--- config.mk ---
export PLATFORM = sky130hd
export DESIGN_NAME = regfile_writeback_queue
export DESIGN_NICKNAME = d
export VERILOG_FILES = /design/src/rtl/regfile_writeback_queue.sv
export SDC_FILE = /design/constraint.sdc
export NUM_CORES = 1
export LEC_CHECK = 0
export CORE_MARGIN = 2
export CORE_UTILIZATION = 45
export CTS_CLUSTER_DIAMETER = 30
export DETAILED_ROUTE_END_ITERATION = 6
export PLACE_DENSITY_LB_ADDON = 0.3
export REMOVE_ABC_BUFFERS = 1
export SETUP_SLACK_MARGIN = 0.2
export SLEW_MARGIN = 20
export SYNTH_ARGS = -nofsm -noshare
export SYNTH_HDL_FRONTEND = slang
export SYNTH_SLANG_ARGS = --single-unit
export TNS_END_PERCENT = 20
--- constraint.sdc ---
create_clock -name clk -period 8.2 [get_ports clk]
set_input_delay 2.05 -clock clk [delete_from_list [all_inputs] [get_ports clk]]
set_output_delay 2.05 -clock clk [all_outputs]
set_load 0.05 [all_outputs]
--- src/rtl/regfile_writeback_queue.sv ---
// Writeback queue feeding the 16x16 register file write port.
// Buffers ALU/load results in a small FIFO, drains one entry per cycle onto
// Rd/RW/wr, and exposes pending-write hazards plus youngest-data forwarding
// for the two read selects so readers never observe stale register values.
module regfile_writeback_queue #(
  parameter int DEPTH = 4,
  parameter int AW    = 4,
  parameter int DW    = 16
) (
  input  logic                       clk,
  input  logic                       rst,
  input  logic                       in_valid,
  output logic                       in_ready,
  input  logic [AW-1:0]              in_rd,
  input  logic [DW-1:0]              in_data,
  input  logic                       wb_stall,
  input  logic                       flush,
  output logic [AW-1:0]              Rd,
  output logic [DW-1:0]              RW,
  output logic                       wr,
  input  logic [AW-1:0]              Rs,
  input  logic [AW-1:0]              Rt,
  output logic                       Rs_pending,
  output logic                       Rt_pending,
  output logic [DW-1:0]              Rs_fwd,
  output logic [DW-1:0]              Rt_fwd,
  output logic [$clog2(DEPTH+1)-1:0] count
);

  localparam int PW = $clog2(DEPTH);
  localparam int CW = $clog2(DEPTH+1);

  // Queue control state.
  logic [PW-1:0]    head_q, head_d;
  logic [PW-1:0]    tail_q, tail_d;
  logic [CW-1:0]    count_q, count_d;
  logic [DEPTH-1:0] valid_q, valid_d;

  // Queue payload storage.
  logic [AW-1:0] rd_q   [DEPTH];
  logic [DW-1:0] data_q [DEPTH];

  logic          push;
  logic          pop;
  logic [PW-1:0] scan_idx;

  assign count = count_q;

  // Handshake and drain port, driven straight from the head entry.
  always_comb begin
    in_ready = (count_q != CW'(DEPTH));
    push     = in_valid & in_ready & ~flush;
    wr       = (count_q != '0) & ~wb_stall & ~flush;
    pop      = wr;
    Rd       = (count_q != '0) ? rd_q[head_q]   : '0;
    RW       = (count_q != '0) ? data_q[head_q] : '0;
  end

  // Next-state for pointers, occupancy and entry valid bits.
  // NOTE: every variable written in an always_comb gets a default first, so no path can infer a latch.
  always_comb begin
    head_d  = head_q;
    tail_d  = tail_q;
    count_d = count_q;
    valid_d = valid_q;
    if (flush) begin
      head_d  = '0;
      tail_d  = '0;
      count_d = '0;
      valid_d = '0;
    end else begin
      if (pop) begin
        valid_d[head_q] = 1'b0;
        head_d          = head_q + 1'b1;
      end
      if (push) begin
        valid_d[tail_q] = 1'b1;
        tail_d          = tail_q + 1'b1;
      end
      case ({push, pop})
        2'b10:   count_d = count_q + 1'b1;
        2'b01:   count_d = count_q - 1'b1;
        default: count_d = count_q;
      endcase
    end
  end

  // Control state register, cleared asynchronously so in-flight entries vanish.
  // NOTE: sequential state uses non-blocking assignment so every flop samples pre-edge values.
  always_ff @(posedge clk or posedge rst) begin
    if (rst) begin
      head_q  <= '0;
      tail_q  <= '0;
      count_q <= '0;
      valid_q <= '0;
    end else begin
      head_q  <= head_d;
      tail_q  <= tail_d;
      count_q <= count_d;
      valid_q <= valid_d;
    end
  end

  // Payload write at the tail on an accepted push.
  // NOTE: payload storage is deliberately not reset; valid bits and count gate every read of it.
  always_ff @(posedge clk) begin
    if (push) begin
      rd_q[tail_q]   <= in_rd;
      data_q[tail_q] <= in_data;
    end
  end

  // Hazard search from oldest to youngest; the last hit is the youngest data.
  always_comb begin
    Rs_pending = 1'b0;
    Rt_pending = 1'b0;
    Rs_fwd     = '0;
    Rt_fwd     = '0;
    scan_idx   = head_q;
    for (int i = 0; i < DEPTH; i++) begin
      scan_idx = head_q + PW'(i);
      if (valid_q[scan_idx] && (rd_q[scan_idx] == Rs)) begin
        Rs_pending = 1'b1;
        Rs_fwd     = data_q[scan_idx];
      end
      if (valid_q[scan_idx] && (rd_q[scan_idx] == Rt)) begin
        Rt_pending = 1'b1;
        Rt_fwd     = data_q[scan_idx];
      end
    end
  end

endmodule

Word-level counts from Yosys, hierarchy flattened
Memories as Yosys holds them, arrays and structs flattened.
Cells that the tools add are included.
- add/subtract/negate cells: 6
- $lt $le $gt $ge: 7
- equal/unequal tests: 11
- muxes and demuxes: 42
- bitwise gates (word level): 9
- reduce and logical (&&, ||, !) cells: 14
- operator list (cell ; count):
    16-bit 2-to-1 mux ; 9
    4-bit == test ; 8
    4-bit 2-to-1 mux ; 5
    1-bit 2-to-1 mux ; 16
    2-bit by 3-bit < comparator with 1-bit output (second input constant) ; 5
    1-bit logical AND ; 10
    1-bit binary-select mux with 2-bit select ; 4
    2-bit 2-to-1 mux ; 4
    3-bit case mux with 2 select lines ; 1
    3-bit nonzero test ; 2
    2-bit by 1-bit adder with 2-bit output (second input constant) ; 2
    2-bit adder (second input constant) ; 2
    1-bit AND ; 4
    4-bit AND ; 1
    1-bit demux with 2-bit select ; 2
    2-bit by 1-bit >= comparator with 1-bit output (second input constant) ; 2
    4-bit NOT ; 1
    4-bit OR ; 1
    2-bit nonzero test ; 2
    3-bit by 1-bit adder with 3-bit output (second input constant) ; 1
    3-bit 2-to-1 mux ; 1
    3-bit != test (second input constant) ; 1
    3-bit by 1-bit subtractor with 3-bit output (second input constant) ; 1
    2-bit by 1-bit == test with 1-bit output (second input constant) ; 1
    other kinds (2) ; 3
- flip-flop bits (word level): 11
- RAM bits: 80
- output and inout port bits: 59
- word-level logic and storage cells: 95
- memories kept: 2
- memory list (name ; words ; bits a word ; rd ports ; clocked after Yosys merged registers in ; write ports ; line ; RTL):
    data_q ; 4 ; 16 ; 4 ; 0 ; 1 ; 41 ; logic [DW-1:0] data_q [DEPTH];
    rd_q ; 4 ; 4 ; 4 ; 0 ; 1 ; 40 ; logic [AW-1:0] rd_q [DEPTH];

Logic depth before layout (Yosys ltp)
- depth in word-level cells: 11
- mapped depth: 16

Least setup slack after synthesis
OpenSTA, ideal clock, no wires.
- kind: input to output
- start: input port Rs[2]
- end: output port Rs_fwd[10]
- arrival: 4.422 ns
- setup slack: 1.728 ns
- stages on the path: 8
- buffers on the path: 3
- cell sequence: clkbuf_1 > xnor2_1 > nor3_1 > o211a_1 > buf_2 > buf_4 > a311oi_2 > o31ai_1
- cells in the longest elaborated chain, start to end: 6
- RTL lines (element ; line ; RTL):
    start: declaration ; 21 ; input logic [AW-1:0] Rs,
    4-bit == test ; 122 ; if (valid_q[scan_idx] && (rd_q[scan_idx] == Rs)) begin
    1-bit logical AND ; 122 ;
    16-bit 2-to-1 mux (3 in a row) ; 122 ;
    16-bit 2-to-1 mux (*) ; 122 ;
    end: declaration ; 25 ; output logic [DW-1:0] Rs_fwd,
Every way passes the cells marked *; elsewhere a longest branch is shown, timed or not.

Worst setup path after layout
- start: input port Rs[0]
- end: output port Rs_fwd[3]
Same word-level chain as after synthesis.

==> summary.txt <==
Layout
  • Antenna cells: 0
  • Fin cells: 833
  • Fin area: 8160 um^2
  • Fin nets: 682
  • Layout cells sized above 1: 0.206
  • Area delta synth->final: 18.5%
  • Commonest non-fill, non-tap cell in the layout: clkdlybuf4s50_1
  • Commonest cells after routing, fill and taps aside: clkdlybuf4s50_1, edfxtp_1, nor2_1

Timing
  • Setup tns final: 0 ns
  • Setup Skew: 0.00544 ns
  • Worst-Margin Slew: 1.06 ns
  • Min Tclk post-route: 7.40 ns
  • Peak Freq: 135 MHz
  • Pins Over Slew Limit: 0
  • Crit share post-route: 0.902
  • WHS: 0.582 ns
  • Worst setup margin: 0.802 ns
  • RSZ-0062 raised after global routing: no
  • Slew margin rel.: 0.297
  • Final Hold Fails: 0
  • # setup viols final: 0

Worst hold path
  • Hold Crit Class: reg -> reg

Die
  • DIE WIDTH: 128 um
  • Core Rows: 45
  • I/O pin cnt: 92
  • Chip height: 128 um
  • Core area: 15100 um^2
  • Initial Utilization: 0.456
  • Die outline area: 16300 um^2

CTS
  • Clock sink count: 91
  • Buffer levels on the longest clock path: 2
  • Root buffer cell: clkbuf_16
  • H-Tree Depth: 3
  • Total CTS buffers: 9
  • Resize count post-CTS: 0
  • Clock latency at the later pin of the worst-skew pair: 0.34 ns
  • CTS tree: built
  • Clk slew on worst S/H paths: 0.06 ns
  • Cts hold-fix bufs: 0
  • # Post-CTS Setup Buffers: 0

GRT
  • GR Util All Layers: 0.224
  • Total congestion overflow: 0
  • First-pass GRT wire length: 27900 um
  • Largest net degree at the start of global routing: 71
  • Number of global-route vias before repair: 5216
  • Antenna violations before repair: 0

Logic synthesis
  • Synth area leaders: edfxtp_1, mux4_2, dfrtp_1
  • Top cell type's share of synthesized area: 0.349
  • Largest family of logic cells by synthesized area: multiplexers
  • Register area share after synthesis: 0.389
  • Leading area contributor after synthesis: edfxtp_1
  • Yosys cell types: 48
  • Post-synth EDFFs: 80
  • Ys Warns: 0
  • Post-Synth XOR/XNOR Area: 0.0527
  • Syn Inst Count: 575
  • Mapped Area: 6880 um^2
  • Simple-Gate Fraction of Synth Area: 0.131
  • Post-synthesis mux area share: 0.255
  • Post-synth ARST share: 0.121
  • Post-Synth Adder-Cell Area: 0.0175
  • Flops & latches, synth: 91
  • Synth Area in Compound Gates: 0.110
  • Post-Synthesis Mean Instance Area: 12.0 um^2
  • Post-synth top flop: edfxtp_1

Place
  • Placed cells: 817
  • Gpl congestion: 0.869
  • DP Worst Slack: 0.855 ns
  • Hpwl dp: 12200 um
  • Dpl cell area: 7860 um^2
  • IO Port Bufs: 91

Route
  • Vias/cell: 6.28
  • Average wire per standard cell: 21.5 um
  • Drt total wl: 17900 um
  • Vias: 5232
  • Antenna-violating nets left: 0
  • TritonRoute pass-1 iters: 6
  • Number of remaining DRC errors: 0
  • Initial DRC Count: 491

Power and ir drop
  • Peak supply drop: 0.239 mV
  • P_leak: 2.49 nW
  • PwrDens: 316 nW/um^2

Worst setup path
  • Crit end category: primary output
  • Worst Setup Start Kind: input pin
  • Worst setup path category: in -> out
  • Crit path max fanout: 17
  • R2r setup slk: 5.62 ns
  • Critical Path RT: 6.15 ns
  • Worst EP arrival: 5.35 ns

Status
  • Outcome: complete, no violations

Job
  • Total of max-cap violations: 0
[area by class of cell]
cell class | count | area [um^2]
clock buffer | 11 | 233
clock inverter | 5 | 62.6
fill | 1251 | 6930
inverter | 6 | 22.5
multi-input combinational | 427 | 3910
sequential | 91 | 2680
tap | 188 | 235
timing repair buffer | 105 | 1020
[registers in the layout (all words and copies together) (netlist names)]
signal,flops
data_q,64
head_q,2
rd_q,16
valid_q,4
count,3
tail_q,2
[worst paths after layout]
| kind | start | to | cells after the start |
|---|---|---|---|
| setup / recovery | Rs[0] | Rs_fwd[3] | 7 |
| hold reg to reg | tail_q[1]$_DFFE_PP0P_ | tail_q[1]$_DFFE_PP0P_ | 2 |
| setup reg to reg | count[2]$_DFFE_PP0P_ | count[2]$_DFFE_PP0P_ | 8 |
| hold / removal | tail_q[1]$_DFFE_PP0P_ | tail_q[1]$_DFFE_PP0P_ | 2 |
| min in group asynchronous | rst | tail_q[0]$_DFFE_PP0P_ | 2 |
| max in group asynchronous | rst | head_q[0]$_DFFE_PP0P_ | 2 |
[stage by stage]
stage / power (mW) / utilization
after floorplan: 1.80 / -
after global placement: 2.15 / 0.521
after detailed placement: 2.18 / 0.521
after CTS: 2.59 / 0.540
after global routing: 2.71 / 0.540
final: 2.58 / 0.540
[worst max-delay path: stages]
cell and delay (ns):
clkdlybuf4s50_1 0.55, xnor2_2 0.22, nand4_4 0.29, or2_1 0.75, a311oi_1 0.20, o31ai_1 0.41, clkdlybuf4s50_1 0.88
[routing by layer]
layer,up-vias,track usage,part of all wire
met5,-,0,0
met2,240,0.398,0.51
li1,2345,-,-
met4,0,0.0892,0.029
met3,47,0.0434,0.075
met1,2600,0.268,0.39
[cells by family (layout without fill, tap and decap cells)]
| group | after synthesis | in the layout |
|---|---|---|
| buffers and inverters | 57 | 127 |
| AO/OA/AOI/OAI | 96 | 96 |
| multiplexers | 97 | 97 |
| adder cells (fa/ha/maj) | 9 | 9 |
| flip-flops | 91 | 91 |
| AND/OR/NAND/NOR | 187 | 187 |
| XOR/XNOR | 38 | 38 |
[cell usage after synthesis, drive strengths merged, types with 14 or more instances]
library cell / instances
and2: 17
buf: 35
nor2: 67
nand2: 55
mux2i: 25
a311oi: 16
clkbuf: 16
o31ai: 16
nand3: 14
nor2b: 19
xnor2: 33
mux4: 61
a21oi: 19
edfxtp: 80
[power breakdown]
group	internal (mW)	switching (mW)	leakage (nW)
logic	0.648	0.923	1.48
registers	0.548	0.0560	0.873
clock network	0.238	0.169	0.136
Note: power is estimated with default switching activity, not from simulation.
==> RTL edit 1 (same flow settings) <==
`DEPTH`: 4 -> 8.
--- a/src/rtl/regfile_writeback_queue.sv
+++ b/src/rtl/regfile_writeback_queue.sv
@@ -3,7 +3,7 @@
 // Rd/RW/wr, and exposes pending-write hazards plus youngest-data forwarding
 // for the two read selects so readers never observe stale register values.
 module regfile_writeback_queue #(
-  parameter int DEPTH = 4,
+  parameter int DEPTH = 8,
   parameter int AW    = 4,
   parameter int DW    = 16
 ) (
Ports: changed (resized count); port bits go from 92 to 93. The function was not compared with the original's and may differ.
==> RTL edit 1 against the original RTL <==
- worst setup slack worse by 0.38 ns
- highest routed layer unchanged
- largest power group unchanged
- critical endpoint is now Rt_fwd[10]
- non-clock buffer count is 29 higher
- design area is 120% higher
- total power is 69% higher
- sequential cell count is 87 higher
- critical path type is now reg -> out
- wire length grew to 2.7 times the old value
- area after synthesis is 130% higher
- hold slack better by 0.024 ns
==> RTL edit 1: results (changes against the original RTL) <==
run status completed (unchanged); vias in the first global route 12000 (was 5216); CLK BUF 18 (was 11); Routed WL per cell 26.6 um (was 21.5 um); worst-case clock skew 0.0141 ns (was 0.00544 ns); most frequent cells after synthesis mux4_2 (178), edfxtp_1 (160), nand2_1 (149), mux2i_1 (114), nor2_1 (78) (was edfxtp_1 (80), nor2_1 (64), mux4_2 (61), nand2_1 (55), xnor2_1 (29)); Final nets 1408 (was 682); Final clock-cell share 0.0342 (was 0.0362); met3 usage 0.0539 (was 0.0434); area of placed instances 0.0172 mm^2 (was 0.00786 mm^2); CTS Buf Count 17 (was 9); seq_cells 178 (was 91); Buffers on Ports 92 (was 91); Leak 5.98 nW (was 2.49 nW); Iteration-0 DRC Markers 1402 (was 491); post-synthesis mux area share 0.347 (was 0.255); reg2reg path depth 11 (was 8); clk_lat worst skew 0.44 ns (was 0.34 ns); slowest stage delay, CP 0.86 ns (was 0.88 ns); routed length on met3 5.20 mm (was 1.35 mm); met2 Use GR 0.448 (was 0.398); met1 WL 17.9 mm (was 6.90 mm); total track usage 0.271 (was 0.224); Flop pwr share 0.245 (was 0.234); Post-Synth XOR/XNOR Area 0.0395 (was 0.0527); Worst IR Drop VDD 0.000132 V (was 0.000239 V); Cell variety after synth 69 (was 48); Signal inverters 10 (was 6)
## RTL edit 1: cell count changes after synthesis, moves of 18 or more
cell,change
mux4_2,+117
nand2_1,+94
mux2i_1,+91
edfxtp_1,+80
a21oi_1,+38
nor3_1,+36
xor2_1,+33
o221ai_1,+31
o21ai_0,+28
clkbuf_1,+23
buf_2,+22
nand2b_1,+18
nor3b_1,+18
## RTL edit 1: worst max-delay path by stage
stage / startpoint / to / slack (ns) / cells after the start
floorplan: head_q[0] / Rs_fwd[14] / -7.60 / 9
global placement: Rs[1] / Rs_fwd[15] / 1.03 / 8
detailed placement: head_q[1] / Rt_fwd[12] / 1.0 / 12
CTS: head_q[1] / Rt_fwd[12] / 0.54 / 12
global route: head_q[1] / Rt_fwd[4] / 0.37 / 12
finish: head_q[1] / Rt_fwd[10] / 0.42 / 12
==> RTL edit 2 (same settings) <==
Without the edit above. Make the reset (`rst`) synchronous in one clocked block. Comments in the files are not updated.
--- a/src/rtl/regfile_writeback_queue.sv
+++ b/src/rtl/regfile_writeback_queue.sv
@@ -87,7 +87,7 @@
 
   // Control state register, cleared asynchronously so in-flight entries vanish.
   // NOTE: sequential state uses non-blocking assignment so every flop samples pre-edge values.
-  always_ff @(posedge clk or posedge rst) begin
+  always_ff @(posedge clk) begin
     if (rst) begin
       head_q  <= '0;
       tail_q  <= '0;
Formal check against the unedited RTL: differs if rst is asserted again (counterexample within 4 cycles, from zero or initial values and one cycle with rst high); with rst held inactive, the same outputs for 4 cycles.
==> RTL edit 2 against the original RTL <==
- area after synthesis grew 0.13%
- sequential cell count grew 2
- wire length grew 2.2%
- design area grew 0.69%
- first-iteration DRC count shrank 16%
- via count is essentially flat
- worst setup slack gained 0.14 ns
- core utilization grew 0.37 points
- die area grew 0.13%
Power is not compared: it rests on default switching activity, and its combinational part moved more than twofold at a synthesized area within 25%.
==> RTL edit 2: results (changes against the original RTL) <==
run status completed (unchanged); GPL Wtd Cong 0.849 (was 0.869); Non-Filler Instances 800 (was 833); top cells by area in the synthesized netlist edfxtp_1 (35%), mux4_2 (26%), a211oi_1 (4.4%) (was edfxtp_1 (35%), mux4_2 (20%), dfrtp_1 (4.0%)); most frequent cells after synthesis edfxtp_1 (80), mux4_2 (80), nor2_1 (48), a211oi_1 (40), nand2_1 (39) (was edfxtp_1 (80), nor2_1 (64), mux4_2 (61), nand2_1 (55), xnor2_1 (29)); worst r2r src count[0] (was count[2]); slowest stage delay, CP 0.85 ns (was 0.88 ns); Worst Hold Launch tail_q[1] (unchanged); CP startpoint Rs[2] (was Rs[0]); total track usage 0.226 (was 0.224); Total Wirelength 18.3 mm (was 17.9 mm); Cell variety after synth 43 (was 48); asr flop ratio synth 0 (was 0.121); Final nets 650 (was 682); first-pass GRT wire length 27.9 mm (about the same); via count 5227 (was 5232); EDFF count, synth 80 (unchanged); Syn Area/Cell 12.9 um^2 (was 12.0 um^2); area of placed instances 0.00793 mm^2 (was 0.00786 mm^2); CP arrival 5.21 ns (was 5.35 ns); clk_lat worst skew 0.35 ns; reg2reg path depth 9 (was 8); register area share after synthesis 0.386 (was 0.389); worst-case clock skew 0.00593 ns (was 0.00544 ns); Critical Path Fanout Max 14 (was 17); placed instance count 784 (was 817); r2r endpoint count[2] (unchanged); Post-CTS Hold Fix Bufs 0 (unchanged); Worst IR Drop VDD 0.0000708 V; Setup WS pre-CTS 0.939 ns (was 0.855 ns); Slew @ Worst Pin 0.990 ns (was 1.06 ns); largest net degree at the start of global routing 44 (was 71); internal reg-to-reg setup slack 5.51 ns (was 5.62 ns); DRT Pass-1 Iters 7 (was 6); vias in the first global route 5259 (was 5216); minimum clock period 7.26 ns (was 7.40 ns); post-DP HPWL 11.9 mm (was 12.2 mm); CP endpoint Rs_fwd[9] (was Rs_fwd[3]); layout cells sized above 1 0.265 (was 0.206)
[RTL edit 2: cell families (layout without fill, tap and decap cells)]
logic type / after synthesis / after routing / synth area share
compound gates: 78 / 78 / 0.102
simple gates: 175 / 175 / 0.125
buf+inv: 59 / 135 / 0.0434
flops: 93 / 93 / 0.386
fa+ha+maj: 10 / 10 / 0.0192
xor+xnor: 36 / 36 / 0.0479
mux: 85 / 85 / 0.276
[RTL edit 2: layout make-up]
class | count | area (um^2)
well taps | 188 | 235
inverters | 10 | 37.5
flip-flops and latches | 93 | 2670
repair buffers | 109 | 1050
clock inverters | 5 | 51.3
fillers | 1220 | 6880
clock buffers | 11 | 233
multi-input cells | 384 | 3940
[RTL edit 2: power breakdown]
| part | leakage [nW] | switching [W] | total, W | internal, W |
|---|---|---|---|---|
| clock | 0.137 | 0.000167 | 0.000401 | 0.000234 |
| sequential | 0.833 | 0.00000743 | 0.000529 | 0.000522 |
| combinational | 1.41 | 0.0000599 | 0.000112 | 0.0000518 |
[RTL edit 2: worst min path at each step]
stage | endpoint | slack, ns | depth (start not counted)
2_1_floorplan | tail_q[1] | 0.47 | 2
3_3_place_gp | tail_q[1] | 0.49 | 2
3_5_place_dp | tail_q[1] | 0.49 | 2
4_1_cts | tail_q[1] | 0.50 | 2
5_1_grt | tail_q[1] | 0.52 | 2
6_report | tail_q[1] | 0.50 | 2
[RTL edit 2: tightest hold or removal path, stage by stage (launching register included)]
cell and delay [ns]:
dfxtp_1 0.34, nand2_1 0.07, a21oi_1 0.05
[RTL edit 2: layer usage]
metal / GRT usage / share of wire
met3: 0.0401 / 0.076
met5: 0 / 0
met4: 0.0957 / 0.029
met2: 0.385 / 0.51
met1: 0.286 / 0.39
